File: config.mk
export PLATFORM = sky130hd
export DESIGN_NAME = chacha_round_ctrl
export DESIGN_NICKNAME = d
export VERILOG_FILES = /design/src/rtl/chacha_pkg.sv /design/src/rtl/chacha_round_ctrl.sv
export SDC_FILE = /design/constraint.sdc
export NUM_CORES = 1
export LEC_CHECK = 0
export ABC_AREA = 1
export CAP_MARGIN = 5
export CORE_MARGIN = 2
export CORE_UTILIZATION = 55
export CTS_CLUSTER_DIAMETER = 120
export DETAILED_ROUTE_END_ITERATION = 10
export GPL_TIMING_DRIVEN = 0
export PLACE_DENSITY_LB_ADDON = 0.08
export SYNTH_ARGS = -nofsm -noshare
export SYNTH_HDL_FRONTEND = slang
export SYNTH_SLANG_ARGS = --single-unit
File: constraint.sdc
create_clock -name clk -period 3.2 [get_ports clk]
set_input_delay 0.64 -clock clk [delete_from_list [all_inputs] [get_ports clk]]
set_output_delay 0.64 -clock clk [all_outputs]
set_load 0.02 [all_outputs]
File: src/rtl/chacha_pkg.sv
// Purpose: shared encodings and sequencing tables for the ChaCha round controller.
// Latency: n/a (types, constants and pure functions only).
// Backpressure: n/a.
package chacha_pkg;

  // Controller states; one block walks CLEAR -> (COL DSHIFT DIAG USHIFT)* -> ADD -> DONE -> INC
  typedef enum logic [3:0] {
    ST_IDLE   = 4'd0,
    ST_CLEAR  = 4'd1,
    ST_COL    = 4'd2,
    ST_DSHIFT = 4'd3,
    ST_DIAG   = 4'd4,
    ST_USHIFT = 4'd5,
    ST_ADD    = 4'd6,
    ST_DONE   = 4'd7,
    ST_INC    = 4'd8
  } state_t;

  // Four quarter-round steps per column/diagonal pass
  localparam logic [2:0] QR_LEN    = 3'd4;
  // Six single-column rotations realign b/c/d rows (1+2+3)
  localparam logic [2:0] SHIFT_LEN = 3'd6;

  // Diagonalising rotation: b once, c twice, d three times
  function automatic logic [1:0] dshift_step(input logic [2:0] idx);
    logic [1:0] r;
    case (idx)
      3'd0:       r = 2'd1;
      3'd1, 3'd2: r = 2'd2;
      default:    r = 2'd3;
    endcase
    return r;
  endfunction

  // Un-diagonalising rotation: b three more times, c twice, d once (net identity)
  function automatic logic [1:0] ushift_step(input logic [2:0] idx);
    logic [1:0] r;
    case (idx)
      3'd0, 3'd1, 3'd2: r = 2'd1;
      3'd3, 3'd4:       r = 2'd2;
      default:          r = 2'd3;
    endcase
    return r;
  endfunction

endpackage

File: src/rtl/chacha_round_ctrl.sv
// Purpose: sequences one ChaCha keystream block (clear, double rounds, add-back, counter bump).
// Latency: start at edge 0 -> clear in cycle 1, add_back in 20*DOUBLE_ROUNDS+2, done from 20*DOUBLE_ROUNDS+3.
// Backpressure: holds done until ack; start outside IDLE and ack outside DONE are dropped.
module chacha_round_ctrl #(
  parameter int DOUBLE_ROUNDS = 10
) (
  input  logic       clk,
  input  logic       rst,
  input  logic       start,
  input  logic       ack,
  output logic       busy,
  output logic       done,
  output logic       clear,
  output logic       calc,
  output logic       shift,
  output logic [1:0] step,
  output logic       add_back,
  output logic       inc_ctr
);
  import chacha_pkg::*;

  state_t     state, nxt_state;
  logic [2:0] sub, nxt_sub;
  logic [3:0] dr_cnt, nxt_dr;

  logic       busy_d, done_d, clear_d, calc_d, shift_d, add_d, inc_d;
  logic [1:0] step_d;

  // Next-state logic; sub-step counter restarts at 0 on every state change
  always_comb begin
    nxt_state = state;
    nxt_sub   = 3'd0;
    nxt_dr    = dr_cnt;
    case (state)
      ST_IDLE:   if (start) nxt_state = ST_CLEAR;
      ST_CLEAR: begin
        nxt_state = ST_COL;
        nxt_dr    = 4'd0;
      end
      ST_COL: begin
        if (sub == QR_LEN - 3'd1) nxt_state = ST_DSHIFT;
        else                      nxt_sub   = sub + 3'd1;
      end
      ST_DSHIFT: begin
        if (sub == SHIFT_LEN - 3'd1) nxt_state = ST_DIAG;
        else                         nxt_sub   = sub + 3'd1;
      end
      ST_DIAG: begin
        if (sub == QR_LEN - 3'd1) nxt_state = ST_USHIFT;
        else                      nxt_sub   = sub + 3'd1;
      end
      ST_USHIFT: begin
        if (sub == SHIFT_LEN - 3'd1) begin
          // A double round completes here; decide whether another is due
          nxt_dr    = dr_cnt + 4'd1;
          nxt_state = (nxt_dr == 4'(DOUBLE_ROUNDS)) ? ST_ADD : ST_COL;
        end else begin
          nxt_sub = sub + 3'd1;
        end
      end
      ST_ADD:    nxt_state = ST_DONE;
      ST_DONE:   if (ack) nxt_state = ST_INC;
      ST_INC:    nxt_state = ST_IDLE;
      default:   nxt_state = ST_IDLE;
    endcase
  end

  // Output decode from the upcoming state so the registered outputs line up with it
  always_comb begin
    busy_d  = (nxt_state != ST_IDLE);
    done_d  = 1'b0;
    clear_d = 1'b0;
    calc_d  = 1'b0;
    shift_d = 1'b0;
    add_d   = 1'b0;
    inc_d   = 1'b0;
    step_d  = 2'd0;
    case (nxt_state)
      ST_CLEAR:  clear_d = 1'b1;
      ST_COL, ST_DIAG: begin
        calc_d = 1'b1;
        step_d = nxt_sub[1:0];
      end
      ST_DSHIFT: begin
        shift_d = 1'b1;
        step_d  = dshift_step(nxt_sub);
      end
      ST_USHIFT: begin
        shift_d = 1'b1;
        step_d  = ushift_step(nxt_sub);
      end
      ST_ADD:    add_d  = 1'b1;
      ST_DONE:   done_d = 1'b1;
      ST_INC:    inc_d  = 1'b1;
      default:   ;
    endcase
  end

  // State, counters and registered outputs; reset wins over start/ack
  always_ff @(posedge clk) begin
    if (rst) begin
      state    <= ST_IDLE;
      sub      <= 3'd0;
      dr_cnt   <= 4'd0;
      busy     <= 1'b0;
      done     <= 1'b0;
      clear    <= 1'b0;
      calc     <= 1'b0;
      shift    <= 1'b0;
      step     <= 2'd0;
      add_back <= 1'b0;
      inc_ctr  <= 1'b0;
    end else begin
      state    <= nxt_state;
      sub      <= nxt_sub;
      dr_cnt   <= nxt_dr;
      busy     <= busy_d;
      done     <= done_d;
      clear    <= clear_d;
      calc     <= calc_d;
      shift    <= shift_d;
      step     <= step_d;
      add_back <= add_d;
      inc_ctr  <= inc_d;
    end
  end

endmodule

==> results by group <==
Critical path
  • CP max-delay cell: clkdlybuf4s50_1
  • WP data required: 2.56 ns
  • WP buf/inv: 1
  • Worst r2r src: sub[0]
  • CP Cell Sequence: clkdlybuf4s50_1
  • CP endpoint kind: output port
  • Crit-path leading delay family: buffers and inverters
  • Reg2reg path depth: 12
  • Startpoint types: flip-flop
  • Reg-to-reg setup timing slack: 1.43 ns
  • Reg2reg end: step[1]
  • Crit path kind: flip-flop to output port
  • Worst Path Max Fanout: 1
  • Crit-path max cell delay: 0.60 ns
  • Crit path DAT: 1.23 ns

Clock tree
  • Post-cts hold buffer count: 0
  • CTS clk-pin slew, worst paths: 0.11 ns
  • Skew-Pair Late Insertion Delay: 0.31 ns
  • Clock Tree Buf Depth: 2
  • Buffer count from post-CTS setup fixing: 0
  • H-tree levels: 1
  • Post_cts resized: 0
  • Number of buffers created by CTS: 3
  • TritonCTS clock tree: done
  • Clock sinks: 20
  • Root buf cell: clkbuf_4

Synthesis
  • Synth area leader: dfxtp_1
  • Mapped Cells: 157
  • Share of the synthesized area in the top cell type: 0.373
  • Largest cells by area after synthesis: dfxtp_1, nand2_1, inv_1
  • Syn nets: 167
  • Synthesized area per cell: 6.83 um^2
  • Synth warn: 0
  • Seq/Total Area, Yosys: 0.373
  • Library cells used by synthesis: 21
  • Register bit total from synthesis: 20
  • Post-Syn Area: 1070 um^2

Timing
  • Final Skew: 0.00832 ns
  • RSZ-0062 raised after global routing: no
  • Rel. slew slack: 0.692
  • Final-report hold violation count: 0
  • Slew Limit Fails: 0
  • Fin crit period: 1.87 ns
  • Slew @ Worst Pin: 0.463 ns
  • Final worst path period share: 0.584
  • Final setup violation count: 0
  • Fmax: 0.535 GHz
  • Final WS setup: 1.33 ns
  • WHS: 0.513 ns
  • Setup_tns: 0 ns

Job
  • Max Cap Viol: 0

Drt
  • Max layer used: met4
  • Routed wl met2: 1030 um
  • Post-DRT Antenna Nets: 0
  • Wire length on met1: 971 um
  • DR iter-0 viols: 50
  • DR DRC count: 0
  • Met3 wire len: 88 um
  • Routed WL: 2150 um
  • Routed WL per cell: 10.9 um
  • Via-to-Cell Ratio: 5.18
  • Detailed Routing Iterations Pass 1: 4
  • Via count: 1,015

GRT
  • First-pass GRT wire length: 3480 um
  • Initial antenna violation count: 0
  • GRT Util Overall: 0.219
  • Total gr overflow: 0
  • Pin count of the biggest net entering global routing: 11
  • Number of global-route vias before repair: 852

Die
  • Die height: 48.2 um
  • Core Region: 1780 um^2
  • Io pins: 13
  • Die W: 48.2 um
  • Total die area: 2320 um^2
  • # rows: 15
  • Initial Util: 0.601

Final layout
  • # nets final: 183
  • Antenna diodes: 0
  • Fraction of layout cells with a size suffix above 1: 0.117
  • Final core utilization: 0.693
  • Design Area, Final: 1240 um^2
  • Syn-to-layout area delta: 15.3%

Placement
  • Gpl congestion: 0.836
  • Pre-CTS WS: 1.14 ns
  • Number of port buffers: 11
  • Placed inst area: 1210 um^2
  • DP Wirelength: 1620 um

Hold path
  • Hold path cells: 2
  • Worst hold start: dr_cnt[2]
  • Hold WC Path Type: flip-flop to flip-flop
  • Worst hold endpoint: dr_cnt[2]

Pwr
  • Pwr Density: 381 nW/um^2
  • Worst IR Drop VDD: 243 uV
  • LEAKAGE: 0.580 nW

Outcome
  • Status: complete, no violations
[placed cells by master (no fill, tap or decap), types with 2 or more instances in the layout]
| master | count |
|---|---|
| a21oi_2 | 3 |
| nor2_1 | 24 |
| inv_1 | 24 |
| dfxtp_1 | 20 |
| a21oi_1 | 6 |
| nand2_1 | 34 |
| clkbuf_4 | 3 |
| nor4_1 | 2 |
| inv_2 | 3 |
| nand2_2 | 7 |
| ha_1 | 6 |
| nand3_1 | 11 |
| o21ai_0 | 5 |
| nor3_1 | 2 |
| nand4_1 | 3 |
| clkdlybuf4s50_1 | 11 |
[state kept, by name (all words and copies together) (netlist names), 2 cells and up]
| register | cells |
|---|---|
| dr_cnt | 4 |
| state | 4 |
| step | 2 |
| sub | 3 |
[metal layers]
metal / global-route usage / up-vias
met1: 0.276 / 447
met2: 0.358 / 41
met4: 0.119 / 0
met5: 0 / -
met3: 0.0333 / 10
li1: - / 517
[logic make-up (layout without fill, tap and decap cells)]
| logic type | Yosys count | in the layout | share of synthesized area |
|---|---|---|---|
| compound gates | 14 | 14 | 0.0758 |
| xor+xnor | 1 | 1 | 0.00817 |
| fa+ha+maj | 6 | 6 | 0.0700 |
| buf+inv | 29 | 43 | 0.105 |
| flops | 20 | 20 | 0.373 |
| simple gates | 87 | 87 | 0.368 |
[how the worst max path moves through the flow]
stage                     cells after the start  slack [ns]   start      end
after global routing                         12        1.25  sub[0]  step[1]
final                                         1        1.33   shift    shift
after CTS                                     1        1.33   shift    shift
after detailed placement                      9        1.14     ack     calc
after floorplan                               8        1.70     ack     calc
after global placement                        9        1.13     ack     calc
[per-stage QoR]
stage	power, mW	instances
global route	0.494	196
floorplan	0.332	157
detailed placement	0.358	193
global placement	0.355	193
CTS	0.474	196
finish	0.471	196
[Yosys cell counts (all sizes together)]
cell and n:
nand2 41, inv 27, nor2 26, dfxtp 20, nand3 11, a21oi 9
ha 6, o21ai 5, nand4 3, nor4 3, nor3 2, and2 1
buf 1, clkbuf 1, xor2 1
[worst min-delay path, cell delays in order (launching register included)]
cell     delay, ns
dfxtp_1       0.35
nand2_1       0.07
a21oi_1       0.05
[power breakdown]
part	leakage, nW	switching, mW	internal (mW)
Clock	0.0138	0.0744	0.0440
Sequential	0.162	0.00749	0.260
Combinational	0.404	0.0539	0.0320
Total	0.580	0.136	0.336
[final cells by class]
class,instances,area [um^2]
multi-input cells,108,559
flip-flops and latches,20,400
well taps,25,31.3
repair buffers,11,110
fillers,149,547
inverters,27,101
plain buffers,2,11.3
clock buffers,3,22.5
(Power assumes the default switching activity.)
